File: config.mk
export PLATFORM = sky130hd
export DESIGN_NAME = mem_port_arbiter
export DESIGN_NICKNAME = d
export VERILOG_FILES = /design/src/rtl/mem_port_arbiter.sv
export SDC_FILE = /design/constraint.sdc
export NUM_CORES = 1
export LEC_CHECK = 0
export BUFFER_PORTS_ARGS = -buffer_cell sky130_fd_sc_hd__clkbuf_2
export CAP_MARGIN = 10
export CORE_MARGIN = 2
export CORE_UTILIZATION = 47
export CTS_BUF_LIST = sky130_fd_sc_hd__clkbuf_16
export DETAILED_ROUTE_END_ITERATION = 7
export PLACE_DENSITY = 0.8
export SLEW_MARGIN = 5
export SYNTH_ARGS = -nofsm -noshare
export SYNTH_HDL_FRONTEND = slang
export SYNTH_SLANG_ARGS = --single-unit
export TNS_END_PERCENT = 10
File: constraint.sdc
create_clock -name clk -period 2.4 [get_ports clk]
set_input_delay 0.48 -clock clk [delete_from_list [all_inputs] [get_ports clk]]
set_output_delay 0.48 -clock clk [all_outputs]
set_load 0.02 [all_outputs]
File: src/rtl/mem_port_arbiter.sv
// mem_port_arbiter: round-robin sharing of one SRAM port between instruction fetch and load/store
//   fetch side : if_req_i, if_addr_i -> if_rdata_o, if_ack_o
//   data side  : d_req_i, d_we_i, d_addr_i, d_wdata_i -> d_rdata_o, d_ack_o
//   sram side  : mem_cs_o, mem_oe_o, mem_we_o, mem_addr_o, mem_din_o <- mem_dout_i
module mem_port_arbiter #(
  parameter int unsigned MEM_LAT = 1
) (
  input  logic        clk,
  input  logic        rst_n,
  input  logic        if_req_i,
  input  logic [31:0] if_addr_i,
  output logic [31:0] if_rdata_o,
  output logic        if_ack_o,
  input  logic        d_req_i,
  input  logic        d_we_i,
  input  logic [31:0] d_addr_i,
  input  logic [31:0] d_wdata_i,
  output logic [31:0] d_rdata_o,
  output logic        d_ack_o,
  output logic        mem_cs_o,
  output logic        mem_oe_o,
  output logic        mem_we_o,
  output logic [31:0] mem_addr_o,
  output logic [31:0] mem_din_o,
  input  logic [31:0] mem_dout_i
);
  typedef enum logic [1:0] {IDLE, ACCESS, DONE} state_t;
  localparam logic [3:0] LAT_M1 = 4'(MEM_LAT - 1);
  state_t      state_q;
  logic [3:0]  cnt_q;
  logic        last_grant_q, grant_q, grant_d;
  logic        if_ack_q, d_ack_q, cs_q, oe_q, we_q;
  logic [31:0] if_rdata_q, d_rdata_q, addr_q, din_q;
  // grant encoding: 0 = fetch, 1 = data; on contention the port not served last wins
  assign grant_d = (if_req_i & d_req_i) ? ~last_grant_q : d_req_i;
  always_ff @(posedge clk or negedge rst_n) begin
    if (!rst_n) begin
      state_q      <= IDLE;
      cnt_q        <= '0;
      last_grant_q <= 1'b1;
      grant_q      <= 1'b0;
      if_ack_q     <= 1'b0;
      d_ack_q      <= 1'b0;
      cs_q         <= 1'b0;
      oe_q         <= 1'b0;
      we_q         <= 1'b0;
      addr_q       <= '0;
      din_q        <= '0;
      if_rdata_q   <= '0;
      d_rdata_q    <= '0;
    end else begin
      case (state_q)
        IDLE: if (if_req_i | d_req_i) begin
          state_q      <= ACCESS;
          cnt_q        <= LAT_M1;
          grant_q      <= grant_d;
          last_grant_q <= grant_d;
          cs_q         <= 1'b1;
          we_q         <= grant_d & d_we_i;
          oe_q         <= ~(grant_d & d_we_i);
          addr_q       <= grant_d ? d_addr_i : if_addr_i;
          din_q        <= grant_d ? d_wdata_i : '0;
        end
        ACCESS: if (cnt_q == 4'd0) begin
          // oe_q doubles as the latched "this is a read" flag
          state_q <= DONE;
          if (oe_q & grant_q) d_rdata_q <= mem_dout_i;
          if (oe_q & ~grant_q) if_rdata_q <= mem_dout_i;
          if_ack_q <= ~grant_q;
          d_ack_q  <= grant_q;
          cs_q     <= 1'b0;
          oe_q     <= 1'b0;
          we_q     <= 1'b0;
          addr_q   <= '0;
          din_q    <= '0;
        end else begin
          cnt_q <= cnt_q - 4'd1;
        end
        DONE: begin
          state_q  <= IDLE;
          if_ack_q <= 1'b0;
          d_ack_q  <= 1'b0;
        end
        default: state_q <= IDLE;
      endcase
    end
  end
  assign if_rdata_o = if_rdata_q;
  assign d_rdata_o  = d_rdata_q;
  assign if_ack_o   = if_ack_q;
  assign d_ack_o    = d_ack_q;
  assign mem_cs_o   = cs_q;
  assign mem_oe_o   = oe_q;
  assign mem_we_o   = we_q;
  assign mem_addr_o = addr_q;
  assign mem_din_o  = din_q;
endmodule

==> run summary <==
Worst-path clk slew = 60 ps
Num Clock Sinks = 141
Net Sw Frac = 39.49%
Worst Skew = 6.960 ps
H-tree depth = 4
register area share after synthesis = 59.74%
Worst-Skew Late Latency = 410 ps
fin crit share = 89.64%
CP Data Required Time = 2690 ps
Design Power = 12.37 mW
CTS Buffer Depth = 2
worst reg2reg path endpoint = if_rdata_o[20]
Worst path max stage delay = 400 ps
Worst Path Class, Setup = reg -> reg
die height = 116.1 microns
P_int = 7.483 mW
placed instance area = 7463 sq um
Post-synth EDFFs = 0
setup slack at placement = 238.6 ps
total die area = 13,480 sq um
Via Count = 4,522
Worst Path Arrival = 2440 ps
synth unique cells = 36
area share of the largest cell type after synthesis = 59.30%
top post-synthesis cells by area = dfrtp_1 (59%), mux2_2 (12%), mux2i_1 (11%)
number of vias per cell = 5.234
Yosys reg bits = 141
Main synth FF type = dfrtp_1
RD Place Congestion = 0.7617
crit path cell chain = inv_1 > ha_1 > or3b_4 > nor4_4 > buf_4 > mux2_2
min-delay worst type = in -> async
setup slack, reg-to-reg = 250 ps
Syn-to-layout area delta = 37.46%
remaining global-route overflow = 0
placed cell count = 832
Logic pwr share = 42.2%
max-cap viol count = 0
CP Capture Type = flop
fraction of layout cells with a size suffix above 1 = 54.89%
die width = 116.1 microns
Total GRT Usage = 22.21%
Max Fclk = 0.4648 GHz
hold_ws = -3.473 ps
dpl hpwl = 10,840 microns
Sequential Power Share = 34.3%
RSZ-0062 raised after global routing = false
number of buffers created by CTS = 17
row count = 40
wire per inst = 17.07 microns
Worst path slowest cell = or3b_4
status = finished, violations left
worst reg2reg path depth = 6
WP buf/inv = 2
VDD IR max = 1.037 mV
Setup Buffers After CTS = 0
Core ar. = 12,160 sq um
Hold Fails Final Rpt = 2
Iter 0 DRT Violations = 243
setup TNS = 0 ps
FFs w/ async S/R, synth = 100.0%
syn nets = 552
Slew HR = 65.36%
NumNets Final = 818
final setup vio count = 0
# diodes = 0
Layout Cells excl Fill = 864
Clock power frac = 23.4%
initial antenna violation count = 0
post-CTS sizing = 0
Core Util, Final = 66.78%
first-pass GRT wire length = 22,860 microns
max-slew violation count = 0
vias in the first global route = 4,627
remaining antenna violation count = 0
P_sw = 4.883 mW
failing checks = hold timing
DRC = 0
Final min period = 2151 ps
CP top delay family = simple AND/OR/NAND/NOR gates
setup ws final = 248.7 ps
worst-path fanout max = 17
io pins = 266
top cell type by total area after synthesis = dfrtp_1
drt total wl = 14,750 microns
r2r startpoint = cnt_q[0]
Leak = 4.094 nW
Ys Warns = 0
Post-Syn Area = 5908 sq um
IO buf count = 265
hold buffers post-CTS = 0
startpoint types = flop
CTS tree = done
Initial Util = 48.58%
First-pass DRT Iterations = 5
Synth Instances = 417
syn avg cell area = 14.17 sq um
largest net degree at the start of global routing = 50
clk root buf = clkbuf_16
Design Area, Final = 8122 sq um
Pwr Density = 1523 nW/um^2
worst-margin pin slew = 519.6 ps
-- logic make-up after synthesis --
kind of cell,count (synthesis),synth area share (%)
buf+inv,39,3.155
mux,132,23.74
compound gates,81,10.14
flops,141,59.74
simple gates,22,2.795
fa+ha+maj,2,0.4235
-- placed cells by master (no fill, tap or decap), types with 2 or more instances in the layout --
cell type | netlist | routed
buf_12 | 0 | 4
o2bb2ai_1 | 3 | 3
a21o_1 | 3 | 3
o21ai_0 | 35 | 35
bufinv_16 | 0 | 5
inv_6 | 0 | 4
nor3_1 | 3 | 3
nor2b_1 | 3 | 3
a32o_1 | 32 | 32
o22ai_1 | 2 | 2
inv_1 | 7 | 7
dfrtp_1 | 140 | 140
nand2_1 | 3 | 3
mux2_2 | 63 | 63
mux2_1 | 2 | 2
nor2_1 | 3 | 3
buf_4 | 0 | 10
mux2i_1 | 67 | 67
ha_1 | 2 | 2
clkbuf_16 | 0 | 17
clkbuf_2 | 0 | 264
clkinvlp_4 | 0 | 3
-- metal layers --
metal	vias up	wire length, microns	GRT usage, %
met1	2206	5694	26.26
met5	-	0	0
met4	0	338	9.921
li1	2080	-	-
met3	27	1173	6.954
met2	209	7546	37.50
-- registers in the layout, summed over array words and instances, names as in the netlist --
register and cells:
d_rdata_o 32, d_ack_o 1, mem_cs_o 1, mem_we_o 1
last_grant_q 1, cnt_q 4, if_ack_o 1, state_q 2
grant_q 1, mem_din_o 32, if_rdata_o 32, mem_addr_o 32
mem_oe_o 1
-- worst max path at each step --
stage             start        endpoint  slack, ps  cells after the start
3_5_place_dp   cnt_q[0]  if_rdata_o[20]        240                      6
4_1_cts        cnt_q[0]  if_rdata_o[20]        230                      6
5_1_grt        cnt_q[0]  if_rdata_o[20]        110                      6
6_report       cnt_q[0]  if_rdata_o[20]        250                      6
3_3_place_gp   cnt_q[0]  if_rdata_o[13]        310                      6
2_1_floorplan  cnt_q[0]  if_rdata_o[10]        380                      6
-- cell usage after synthesis, types with 2 or more instances --
cell type	number
o2bb2ai_1	3
nor2_1	3
o21ai_0	35
nor3_1	3
mux2i_1	67
buf_6	3
clkbuf_1	14
dfrtp_1	140
mux2_2	63
buf_2	14
ha_1	2
nor2b_1	3
nand2_1	3
a21o_1	3
o22ai_1	2
inv_1	7
mux2_1	2
a32o_1	32
-- power by group through the flow --
stage / Combinational (mW) / Clock [mW] / Sequential, mW
2_1_floorplan: 2.20 / 0 / 5.42
3_3_place_gp: 5.13 / 0 / 4.18
3_5_place_dp: 5.28 / 0 / 4.26
4_1_cts: 5.28 / 2.96 / 4.24
5_1_grt: 5.62 / 3.07 / 4.38
6_report: 5.22 / 2.90 / 4.24
-- final cells by class --
class / instances / area [sq um]
well taps: 168 / 210.2
repair buffers: 279 / 1488
fillers: 888 / 4040
flip-flops and latches: 141 / 3530
multi-input cells: 237 / 2210
clock inverters: 15 / 232.7
inverters: 7 / 26.28
clock buffers: 17 / 425.4
Power figures use the tool's default switching activity.
